$ cat src/rtl/apx_acc_pkg.sv
// Shared types and saturating arithmetic for the approximate-adder window accumulator.
package apx_acc_pkg;

    typedef enum logic [1:0] {
        IDLE,
        ACCUM,
        HOLD
    } state_t;

    // Widest supported arithmetic container. Accumulators of up to 63 bits are
    // supported, so the sum of two in-range operands can never wrap here.
    localparam int ACC_W_LIM = 64;

    // Bounds of the widest container; narrowed to a real accumulator width by an
    // arithmetic right shift, which keeps the sign pattern (0111.. / 1000..).
    localparam logic signed [ACC_W_LIM-1:0] ACC_MAX = {1'b0, {(ACC_W_LIM-1){1'b1}}};
    localparam logic signed [ACC_W_LIM-1:0] ACC_MIN = {1'b1, {(ACC_W_LIM-1){1'b0}}};

    typedef struct packed {
        logic                 sat;
        logic [ACC_W_LIM-1:0] sum;
    } sat_sum_t;

    // Full-precision add, then clamp to the signed range of an acc_bits-wide accumulator.
    function automatic sat_sum_t sat_add(
        input logic signed [ACC_W_LIM-1:0] acc,
        input logic signed [ACC_W_LIM-1:0] sample,
        input int unsigned                 acc_bits
    );
        logic signed [ACC_W_LIM-1:0] full;
        logic signed [ACC_W_LIM-1:0] hi;
        logic signed [ACC_W_LIM-1:0] lo;
        sat_sum_t                    res;
        full = acc + sample;
        hi   = ACC_MAX >>> (ACC_W_LIM - acc_bits);
        lo   = ACC_MIN >>> (ACC_W_LIM - acc_bits);
        if (full > hi) begin
            res.sat = 1'b1;
            res.sum = hi;
        end else if (full < lo) begin
            res.sat = 1'b1;
            res.sum = lo;
        end else begin
            res.sat = 1'b0;
            res.sum = full;
        end
        return res;
    endfunction

endpackage

$ cat src/rtl/apx_add_window_accumulator_acc.sv
// Registered accumulator datapath: signed saturating sum plus sticky sat/mix flags.
// Exposes the next-state values so the controller can capture a window as it closes.
module apx_sat_accumulator
    import apx_acc_pkg::*;
#(
    parameter int DATA_PATH_BITWIDTH = 32,
    parameter int ACC_BITWIDTH       = 40
) (
    input  logic                                 clk,
    input  logic                                 clear,
    input  logic                                 load,
    input  logic                                 add,
    input  logic signed [DATA_PATH_BITWIDTH-1:0] sample,
    input  logic                                 sample_ctl,
    input  logic                                 tag,
    output logic signed [ACC_BITWIDTH-1:0]       acc_d,
    output logic                                 sat_d,
    output logic                                 mix_d
);

    logic signed [ACC_BITWIDTH-1:0] acc_q;
    logic                           sat_q;
    logic                           mix_q;
    sat_sum_t                       sum_res;
    logic                           unused_sum_bits;

    // Next accumulator state: load starts a window, add folds in one sample.
    // NOTE: every output of a combinational block gets a default first so no path leaves it unassigned and infers a latch.
    always_comb begin
        sum_res = sat_add(ACC_W_LIM'(acc_q), ACC_W_LIM'(sample), ACC_BITWIDTH);
        acc_d   = acc_q;
        sat_d   = sat_q;
        mix_d   = mix_q;
        if (load) begin
            acc_d = ACC_BITWIDTH'(sample);
            sat_d = 1'b0;
            mix_d = 1'b0;
        end else if (add) begin
            acc_d = sum_res.sum[ACC_BITWIDTH-1:0];
            sat_d = sat_q | sum_res.sat;
            mix_d = mix_q | (sample_ctl != tag);
        end
    end

    // The clamped sum is already sign-extended above ACC_BITWIDTH; those bits carry no information.
    assign unused_sum_bits = ^sum_res;

    // Accumulator registers with synchronous clear.
    // NOTE: sequential state uses non-blocking assignments so every flop samples pre-edge values.
    always_ff @(posedge clk) begin
        if (clear) begin
            acc_q <= '0;
            sat_q <= 1'b0;
            mix_q <= 1'b0;
        end else begin
            acc_q <= acc_d;
            sat_q <= sat_d;
            mix_q <= mix_d;
        end
    end

endmodule

$ cat src/rtl/apx_add_window_accumulator.sv
// Window accumulator for the approximate adder result bus: sums win_len signed samples,
// tags the window with its apx_ctl mode and hands the total downstream over valid/ready.
module apx_add_window_accumulator
    import apx_acc_pkg::*;
#(
    parameter int DATA_PATH_BITWIDTH = 32,
    parameter int ACC_BITWIDTH       = 40,
    parameter int CNT_BITWIDTH       = 8
) (
    input  logic                                 clk,
    input  logic                                 rst,
    input  logic                                 in_valid,
    output logic                                 in_ready,
    input  logic signed [DATA_PATH_BITWIDTH-1:0] in_data,
    input  logic                                 in_apx_ctl,
    input  logic        [CNT_BITWIDTH-1:0]       win_len,
    input  logic                                 flush,
    output logic                                 out_valid,
    input  logic                                 out_ready,
    output logic signed [ACC_BITWIDTH-1:0]       out_sum,
    output logic        [CNT_BITWIDTH-1:0]       out_count,
    output logic                                 out_apx_ctl,
    output logic                                 out_sat,
    output logic                                 out_mix
);

    localparam logic [CNT_BITWIDTH-1:0] CNT_ONE = CNT_BITWIDTH'(1);

    state_t                         state_q, state_d;
    logic [CNT_BITWIDTH-1:0]        len_q, len_d;
    logic [CNT_BITWIDTH-1:0]        count_q, count_d;
    logic                           tag_q, tag_d;
    logic signed [ACC_BITWIDTH-1:0] out_sum_q, out_sum_d;
    logic [CNT_BITWIDTH-1:0]        out_count_q, out_count_d;
    logic                           out_apx_ctl_q, out_apx_ctl_d;
    logic                           out_sat_q, out_sat_d;
    logic                           out_mix_q, out_mix_d;

    logic                           accept;
    logic                           load;
    logic                           add;
    logic                           close;
    logic signed [ACC_BITWIDTH-1:0] acc_d;
    logic                           sat_d;
    logic                           mix_d;

    assign in_ready  = !rst && (state_q != HOLD);
    assign accept    = in_valid && in_ready;
    assign out_valid = (state_q == HOLD);

    assign out_sum     = out_sum_q;
    assign out_count   = out_count_q;
    assign out_apx_ctl = out_apx_ctl_q;
    assign out_sat     = out_sat_q;
    assign out_mix     = out_mix_q;

    apx_sat_accumulator #(
        .DATA_PATH_BITWIDTH(DATA_PATH_BITWIDTH),
        .ACC_BITWIDTH      (ACC_BITWIDTH)
    ) u_acc (
        .clk       (clk),
        .clear     (rst),
        .load      (load),
        .add       (add),
        .sample    (in_data),
        .sample_ctl(in_apx_ctl),
        .tag       (tag_q),
        .acc_d     (acc_d),
        .sat_d     (sat_d),
        .mix_d     (mix_d)
    );

    // Window control: open on the first sample, close on length or flush, hold until taken.
    always_comb begin
        state_d       = state_q;
        len_d         = len_q;
        count_d       = count_q;
        tag_d         = tag_q;
        load          = 1'b0;
        add           = 1'b0;
        close         = 1'b0;
        out_sum_d     = out_sum_q;
        out_count_d   = out_count_q;
        out_apx_ctl_d = out_apx_ctl_q;
        out_sat_d     = out_sat_q;
        out_mix_d     = out_mix_q;

        case (state_q)
            IDLE: begin
                // flush is meaningless with no open window.
                if (accept) begin
                    load    = 1'b1;
                    len_d   = (win_len == '0) ? CNT_ONE : win_len;
                    count_d = CNT_ONE;
                    tag_d   = in_apx_ctl;
                    state_d = ACCUM;
                    close   = (len_d == CNT_ONE);
                end
            end
            ACCUM: begin
                if (accept) begin
                    add     = 1'b1;
                    count_d = count_q + CNT_ONE;
                end
                // A sample arriving with flush is summed before the window closes.
                close = flush || (count_d == len_q);
            end
            HOLD: begin
                if (out_ready) begin
                    state_d = IDLE;
                end
            end
            default: state_d = IDLE;
        endcase

        // Capture the final window values so the result survives the next window opening.
        if (close) begin
            state_d       = HOLD;
            out_sum_d     = acc_d;
            out_count_d   = count_d;
            out_apx_ctl_d = tag_d;
            out_sat_d     = sat_d;
            out_mix_d     = mix_d;
        end
    end

    // Control and result registers; reset discards any partial or pending window.
    always_ff @(posedge clk) begin
        if (rst) begin
            state_q       <= IDLE;
            len_q         <= '0;
            count_q       <= '0;
            tag_q         <= 1'b0;
            out_sum_q     <= '0;
            out_count_q   <= '0;
            out_apx_ctl_q <= 1'b0;
            out_sat_q     <= 1'b0;
            out_mix_q     <= 1'b0;
        end else begin
            state_q       <= state_d;
            len_q         <= len_d;
            count_q       <= count_d;
            tag_q         <= tag_d;
            out_sum_q     <= out_sum_d;
            out_count_q   <= out_count_d;
            out_apx_ctl_q <= out_apx_ctl_d;
            out_sat_q     <= out_sat_d;
            out_mix_q     <= out_mix_d;
        end
    end

endmodule

$ cat config.mk
export PLATFORM = sky130hd
export DESIGN_NAME = apx_add_window_accumulator
export DESIGN_NICKNAME = d
export VERILOG_FILES = /design/src/rtl/apx_acc_pkg.sv /design/src/rtl/apx_add_window_accumulator_acc.sv /design/src/rtl/apx_add_window_accumulator.sv
export SDC_FILE = /design/constraint.sdc
export NUM_CORES = 1
export LEC_CHECK = 0
export ABC_AREA = 1
export BUFFER_PORTS_ARGS = -buffer_cell sky130_fd_sc_hd__buf_4
export CORE_MARGIN = 3
export CORE_UTILIZATION = 60
export CTS_CLUSTER_SIZE = 28
export DETAILED_ROUTE_END_ITERATION = 8
export PLACE_DENSITY = 0.85
export SLEW_MARGIN = 20
export SYNTH_ARGS = -nofsm -noshare
export SYNTH_HDL_FRONTEND = slang
export SYNTH_SLANG_ARGS = --single-unit
$ cat constraint.sdc
create_clock -name clk -period 4.9 [get_ports clk]
set_clock_uncertainty 0.05 [all_clocks]
set_input_delay 0.98 -clock clk [delete_from_list [all_inputs] [get_ports clk]]
set_output_delay 0.98 -clock clk [all_outputs]
set_load 0.05 [all_outputs]
==> results of run 1 <==
-- power by group --
group	total, mW	leakage (nW)	internal [mW]	switching, mW
sequential	1.03	0.915	0.983	0.0427
combinational	0.938	4.15	0.306	0.632
clock	0.773	0.147	0.406	0.367
-- per-layer routing --
metal	vias up	global-route usage, %	share of wire, %
li1	4278	-	-
met1	3830	39.5	46
met2	236	50.6	46
met3	34	4.69	5.8
met4	0	9.52	2.2
met5	-	0	0
-- through the flow --
| stage | setup WS (ps) | util, % | instances | cell area, um^2 |
|---|---|---|---|---|
| after global placement | 1040 | 68.9 | 1558 | 8840 |
| final | 1360 | 71.3 | 1573 | 9140 |
| after CTS | 1390 | 71.3 | 1573 | 9140 |
| after floorplan | 1760 | - | 1317 | 8020 |
| after global routing | 1030 | 71.3 | 1573 | 9140 |
| after detailed placement | 1020 | 68.9 | 1558 | 8840 |
-- kinds of logic after synthesis --
group / share of synthesized area (%)
compound gates: 10.7
xor+xnor: 3.60
fa+ha+maj: 6.80
buf+inv: 10.1
flops: 27.9
mux: 0.125
simple gates: 40.7
-- layout by cell type (no fill, tap or decap), types with 11 or more instances in the layout --
cell,netlist,layout
nand2_1,526,526
inv_1,156,156
dfxtp_1,112,112
nor2_1,109,109
buf_4,4,104
a21oi_1,93,93
nand3_1,67,67
ha_1,42,42
o21ai_0,24,24
xor2_1,22,22
nand2_2,14,14
o21bai_1,12,12
xnor2_1,11,11
nand3b_1,11,11
-- worst min-delay path: cells and delay by family, from the launching register on --
kind / cells / cell delay, ps
flip-flops: 1 / 310
buffers and inverters: 1 / 70
AO/OA/AOI/OAI: 1 / 60
-- state kept, by name (all words and copies together), names as in the netlist --
signal,flops
len_q,8
out_mix,1
out_count,8
out_sum,40
u_acc.mix_q,1
out_sat,1
state_q,2
count_q,8
tag_q,1
u_acc.acc_q,40
out_apx_ctl,1
u_acc.sat_q,1
-- layout make-up --
class	count	area, um^2	area share (%)
Clock buffer	10	229	2.51
Clock inverter	5	70.1	0.767
Timing Repair Buffer	105	801	8.76
Inverter	162	608	6.65
Multi-Input combinational cell	1007	4970	54.4
Tap cell	172	215	2.35
Sequential cell	112	2240	24.5
-- worst max path at each step --
stage                           from           to  slack, ps  cells past startpoint
after floorplan           in_data[0]  out_sum[31]       1760                     20
after global placement    in_data[0]   out_sum[6]       1040                     20
after detailed placement  in_data[0]  out_sum[10]       1020                     20
after CTS                 in_data[0]   out_sum[8]       1390                     20
after global routing      in_data[0]   out_sum[8]       1030                     20
final                     in_data[0]  out_sum[18]       1360                     20
==> reports/results.ini, run 1 <==
[run_status]
status=completed

[setup_path]
cp_top_family=simple AND/OR/NAND/NOR gates
slowest_stage=nor2_8
path_max_fanout=36
crit_top_cell=nand2_1
rr_worst_depth=19
cp-end-kind=flip-flop
r2r_end=out_sum[18]
start_kind=primary input
timing.critical_path.cells=buf_4, ha_1, inv_1, fa_1, inv_1, nand3_1, nand2_1, nand2_1, nand3_2, nand3_1, nand3_1, nand2_1, nand2_4, nor2_8, nor2_8, nand2_1, nand2_1, nand2_1, nand2_1, a21oi_1
rrSetupSlack_ps=1730
reg2reg_from=u_acc.acc_q[0]
crit_buf_inv=3
required_ps=5090
crit_type=in2reg
worstPathArrival_ps=3740
cp_slowest_stage_delay_ps=460

[cts]
path_clk_slew_ps=80
cts-htree-levels=3
clkLatencyLatePin_ps=360
cts_resized=0
cts.sinks=112
post_cts_buffers=0
root_buffer=clkbuf_16
cts_buffers=9
tritoncts=done
clk_path_buf_depth=2
ctsHoldBuffers=0

[synthesis]
netlist_area_um2=8020
yosys_most_used_dff=dfxtp_1
synthTopCellsByCount=nand2_1, inv_1, dfxtp_1
synth_top_area_share_pct=27.9
syn_avg_cell_area_um2=6.09
ys_warn_count=0
netlist_instances=1317
synth_edf_count=0
synth_area_leaders=dfxtp_1, nand2_1, inv_1
ys_seq_elements=112
ys_async_sr_fraction_pct=0
ys_seq_area_share_pct=27.9
synth_fp_nets=1406
synth_cell_types=46
synth_most_common_cell=nand2_1
synth_top_area_cell=dfxtp_1

[placed_design]
hpwlAfterDp_mm=16.7
gp_congestion=0.965
portBuffers=98

[route]
vias_per_cell=5.33
final_antenna_net_count=0
dr.pass1.iters=6
post_drt_wl_per_cell_um=14.2
drt_iter0_markers=591
wl_mm=22.4
routed-via-count=8378
drc_errors=0

[sta]
slew_headroom_pct=38.8
setup_viol=0
fin_crit_ps=3540
hold_slack_ps=437
grt_setup_unrepaired=no
worstMarginPinSlew_ps=916
fmax_mhz=282
finalMaxSlewViolations=0
hold_viol_final=0
fin_tns_setup_ps=0
min_period_over_period_pct=72.3

[power]
p_leak_nw=5.21
powerDensity_nw_per_um2=299
p_total_mw=2.74
vdd_drop_max_mv=0.268

[global_routing]
grt_max_degree=54
grt_pass1_wl_mm=35.9
overflow=0
antenna_found_initial=0
grt_pass1_vias=7592
grt_usage_pct=30.0

[run]
max_cap_viol_count=0

[floorplan]
die_x_um=122
core_um2=12800
start_util_pct=62.6
row_count=41
dieHeight_um=122
dieArea_um2=14800
io_pins=99

[min_path]
holdPathStages=2
hold_path_end=len_q[7]
hold_start=len_q[7]
worstHoldPathType=reg2reg

[layout]
areaGrowthSynthToFinish_pct=13.9
diodes=0
drive_gt1_share_pct=12.3
fin_nets=1486
fillCellCount=1169

(Power assumes the default switching activity.)
==> run 2: changes to the inputs <==
--- a/config.mk
+++ b/config.mk
@@ -8,10 +8,10 @@
 export ABC_AREA = 1
 export BUFFER_PORTS_ARGS = -buffer_cell sky130_fd_sc_hd__buf_4
 export CORE_MARGIN = 3
-export CORE_UTILIZATION = 60
+export CORE_UTILIZATION = 59
 export CTS_CLUSTER_SIZE = 28
 export DETAILED_ROUTE_END_ITERATION = 8
-export PLACE_DENSITY = 0.85
+export PLACE_DENSITY = 0.84
 export SLEW_MARGIN = 20
 export SYNTH_ARGS = -nofsm -noshare
 export SYNTH_HDL_FRONTEND = slang
==> constraint.sdc (replaced) <==
create_clock -name clk -period 3.55 [get_ports clk]
set_clock_uncertainty 0.05 [all_clocks]
set_input_delay 0.71 -clock clk [delete_from_list [all_inputs] [get_ports clk]]
set_output_delay 0.71 -clock clk [all_outputs]
set_load 0.05 [all_outputs]
==> run 2 against run 1 <==
Clock power grew 35%. Sequential share of layout area fell by 0.31 points. Register-to-register slack lost 1200 ps. Sequential power rose by 38%. Design area grew 1.3%. Largest power group unchanged.
==> reports/results.ini, run 2 (synthesis results as in run 1) <==
[placed_design]
gp_congestion=0.966
hpwlAfterDp_mm=17.3
portBuffers=98
dp_cells=1568

[route]
vias_per_cell=5.29
dr.pass1.iters=5
wl_mm=22.8
routed-via-count=8379
final_antenna_net_count=0
post_drt_wl_per_cell_um=14.4
drc_errors=0
drt_iter0_markers=680

[power]
power_frac_clock_pct=27.6
seq_power_share_pct=37.6
p_total_mw=3.77
p_leak_nw=5.26
p_sw_mw=1.47
switching_share_pct=39.1
vdd_drop_max_mv=0.352
p_int_mw=2.29
powerDensity_nw_per_um2=407
pwr-share-comb_pct=34.8

[global_routing]
grt_pass1_wl_mm=37.5
overflow=0
antenna_found_initial=0
grt_pass1_vias=7815
grt_max_degree=54
grt_usage_pct=31.1

[setup_path]
slowest_stage=fa_1
crit_type=in2reg
timing.critical_path.cells=buf_4, ha_1, inv_1, fa_1, inv_1, nand3_1, nand2_1, nand2_1, nand3_2, nand3_1, nand4_1, nand2_4, nand2_4, inv_2, nor2_1, nand2_1, nand3_1, nand2_1, a21oi_1
path_max_fanout=37
crit_top_cell=nand2_1
cp-end-kind=flip-flop
worstPathArrival_ps=3330
start_kind=primary input
required_ps=3800
cp_slowest_stage_delay_ps=380

[cts]
cts.sinks=112
cts_buffers=9
tritoncts=done
clk_path_buf_depth=2
cts-htree-levels=3
cts_resized=0
root_buffer=clkbuf_16
ctsHoldBuffers=0
clkLatencyLatePin_ps=370
path_clk_slew_ps=90
post_cts_buffers=0

[layout]
layout_common_cells=nand2_1, inv_1, dfxtp_1, buf_4, nor2_1
diodes=0
fin_nets=1496
areaGrowthSynthToFinish_pct=15.3
instances_no_fill=1584
final_common_cell=nand2_1
drive_gt1_share_pct=13.1
post-route-util_pct=71.3

[floorplan]
io_pins=99
dieArea_um2=15000
dieHeight_um=123
row_count=41
start_util_pct=61.8
core_um2=13000
die_x_um=123

[sta]
finalMaxSlewViolations=0
worstMarginPinSlew_ps=632
fmax_mhz=324
grt_setup_unrepaired=no
slew_headroom_pct=57.9
fin_tns_setup_ps=0
min_period_over_period_pct=86.8
hold_viol_final=0
setup_viol=0
fin_crit_ps=3080

[run]
max_cap_viol_count=0

[min_path]
worstHoldPathType=reg2reg

[run_status]
status=completed

## run 2: layout make-up
class	count	area [um^2]
multi-input combinational	1007	4970
fill	1187	3720
sequential	112	2240
timing repair buffer	115	913
inverter	162	608
clock buffer	9	225
tap	172	215
clock inverter	7	76.3
## run 2: critical path, delay by kind of cell
kind / cells / cell delay, ps
AO/OA/AOI/OAI: 1 / 120
adder cells (fa/ha/maj): 2 / 570
AND/OR/NAND/NOR: 12 / 1580
buffers and inverters: 4 / 340
## run 2: per-stage QoR
step / hold slack, ps / worst slack, ps / area, um^2
after floorplan: 392 / 682 / 8020
after global placement: 402 / 281 / 8950
after detailed placement: 402 / 131 / 8950
final: 424 / 468 / 9260
after global routing: 442 / 214 / 9260
after CTS: 426 / 497 / 9260
## run 2: power groups by stage
stage               logic (mW)  registers (mW)  clock network [mW]
finish                    1.31            1.42                1.04
global route              1.45            1.43                1.10
detailed placement        1.30            1.44                   0
CTS                       1.30            1.42                1.06
floorplan                0.765            1.62                   0
global placement          1.28            1.44                   0
## run 2: final timing paths
path	slack, ps	depth (start not counted)	start	endpoint
max	470	19	in_data[0]	out_sum[1]
min	420	2	len_q[3]	len_q[3]
min reg2reg	420	2	len_q[3]	len_q[3]
max reg2reg	530	18	u_acc.acc_q[0]	out_sum[1]
## run 2: layer usage
layer,up-vias,share of wire [%],track usage (%)
met5,-,0,0
met4,0,1.9,9.45
met3,39,6.2,4.06
met2,273,47,52.0
met1,3773,45,41.7
li1,4294,-,-
==> run 3: changes to the inputs <==
--- a/config.mk
+++ b/config.mk
@@ -11,7 +11,7 @@
 export CORE_UTILIZATION = 59
 export CTS_CLUSTER_SIZE = 28
 export DETAILED_ROUTE_END_ITERATION = 8
-export PLACE_DENSITY = 0.84
+export PLACE_DENSITY = 0.92
 export SLEW_MARGIN = 20
 export SYNTH_ARGS = -nofsm -noshare
 export SYNTH_HDL_FRONTEND = slang
==> constraint.sdc (replaced) <==
create_clock -name clk -period 3.34 [get_ports clk]
set_clock_uncertainty 0.05 [all_clocks]
set_input_delay 0.668 -clock clk [delete_from_list [all_inputs] [get_ports clk]]
set_output_delay 0.668 -clock clk [all_outputs]
set_load 0.05 [all_outputs]
==> run 3 against run 2 <==
Utilization increased by 0.27 points. Design area increased by 0.38%. First-iteration DRC count decreased by 3.2%. Final cell count increased by 0.19%.
==> reports/results.ini, run 3 (synthesis results as in run 1) <==
[floorplan]
row_count=41
io_pins=99
core_um2=13000
start_util_pct=61.8
dieHeight_um=123
dieArea_um2=15000
die_x_um=123

[layout]
layout_common_cells=nand2_1, inv_1, buf_4, dfxtp_1, nor2_1
instances_no_fill=1587
fillCellCount=1105
areaGrowthSynthToFinish_pct=15.8
drive_gt1_share_pct=13.2
diodes=0
final_common_cell=nand2_1
design_area_um2=9290
fin_nets=1499

[setup_path]
timing.critical_path.cells=buf_4, ha_1, inv_1, fa_1, inv_1, nand3_1, nand2_1, nand2_1, nand3_2, nand3_1, nand3_1, nand2_1, nand2_4, nor2_8, nor2_8, buf_12, nand2_1, nand2_1, nand2_1, nand2_1, a21oi_1
r2r_end=out_sum[27]
crit_cells=21
cp_top_family=simple AND/OR/NAND/NOR gates
reg2reg_from=u_acc.acc_q[0]
cp-end-kind=flip-flop
crit_top_cell=nand2_1
start_kind=primary input
rrSetupSlack_ps=360
crit_buf_inv=4
cp_slowest_stage_delay_ps=390
path_max_fanout=13
worstPathArrival_ps=3210
crit_type=in2reg
rr_worst_depth=20
required_ps=3550
slowest_stage=fa_1

[cts]
cts.sinks=112
tritoncts=done
clkLatencyLatePin_ps=370
cts-htree-levels=3
clk_path_buf_depth=2
cts_resized=0
path_clk_slew_ps=80
post_cts_buffers=0
root_buffer=clkbuf_16
cts_buffers=9
ctsHoldBuffers=0

[route]
final_antenna_net_count=0
vias_per_cell=5.25
routed-via-count=8334
drt_iter0_markers=658
drc_errors=0
wl_mm=22.2
post_drt_wl_per_cell_um=14.0
dr.pass1.iters=5

[min_path]
hold_start=len_q[3]
worstHoldPathType=reg2reg
holdPathStages=2
hold_path_end=len_q[3]

[placed_design]
dpl_cell_area_um2=8990
dp_cells=1571
portBuffers=98
hpwlAfterDp_mm=16.9
gp_congestion=0.991

[power]
p_leak_nw=5.29
switching_share_pct=39.0
power_frac_clock_pct=27.7
seq_power_share_pct=37.4
pwr-share-comb_pct=34.9
p_int_mw=2.45
vdd_drop_max_mv=0.358
powerDensity_nw_per_um2=433
p_sw_mw=1.57

[global_routing]
grt_max_degree=54
antenna_found_initial=0
met2_usage_pct=49.8
grt_util_met3_pct=4.65
grt_pass1_wl_mm=35.9
grt_usage_pct=29.6
global_route.usage.met1_pct=39.6
overflow=0
grt_pass1_vias=7595
grt_most_used_layer=met2

[run]
max_cap_viol_count=0

[sta]
min_period_over_period_pct=90.0
finalMaxSlewViolations=0
fin_crit_ps=3010
worstMarginPinSlew_ps=633
slew_headroom_pct=57.8
grt_setup_unrepaired=no
fmax_mhz=333
setup_viol=0
hold_viol_final=0

[run_status]
status=completed

run 3: how the worst max path moves through the flow:
stage | from | end
after floorplan | in_data[0] | out_sum[31]
after global placement | in_data[0] | out_sum[34]
after detailed placement | in_data[0] | out_sum[36]
after CTS | in_data[0] | out_sum[36]
after global routing | in_data[0] | out_sum[14]
final | in_data[0] | out_sum[27]
run 3: cell type report:
| type | instances | area, um^2 | area share [%] |
|---|---|---|---|
| clock buffers | 10 | 229 | 2.46 |
| clock inverters | 6 | 72.6 | 0.781 |
| flip-flops and latches | 112 | 2240 | 24.1 |
| repair buffers | 118 | 948 | 10.2 |
| well taps | 172 | 215 | 2.32 |
| multi-input cells | 1007 | 4970 | 53.5 |
| inverters | 162 | 608 | 6.55 |
run 3: through the flow:
stage	power, mW	utilization [%]	setup TNS, ps	setup slack [ps]	hold slack, ps
detailed placement	2.92	69.3	-12.1	-6.62	407
CTS	4.02	71.6	0	348	425
global placement	2.89	69.3	0	51.3	396
global route	4.23	71.6	0	125	445
finish	4.02	71.6	0	334	422
floorplan	2.54	-	0	514	392
run 3: power groups by stage:
stage	Combinational, mW	Clock [mW]	Sequential, mW
2_1_floorplan	0.813	0	1.72
3_3_place_gp	1.36	0	1.53
3_5_place_dp	1.38	0	1.53
4_1_cts	1.39	1.12	1.50
5_1_grt	1.54	1.17	1.52
6_report	1.40	1.11	1.51
run 3: per-layer routing:
metal / vias to the layer above / wire length, um
met5: - / 0
met4: 0 / 391
met3: 36 / 1360
met2: 231 / 10300
met1: 3768 / 10100
li1: 4299 / -
run 3: worst register-to-register path: stages (launching register included):
cell and delay, ps:
dfxtp_1 360, ha_1 250, inv_1 70, fa_1 390, inv_1 140, nand3_1 80
nand2_1 150, nand2_1 90, nand3_2 80, nand3_1 100, nand3_1 100, nand2_1 90
nand2_4 130, nor2_8 70, nor2_8 240, buf_12 190, nand2_1 70, nand2_1 60
nand2_1 50, nand2_1 70, a21oi_1 70
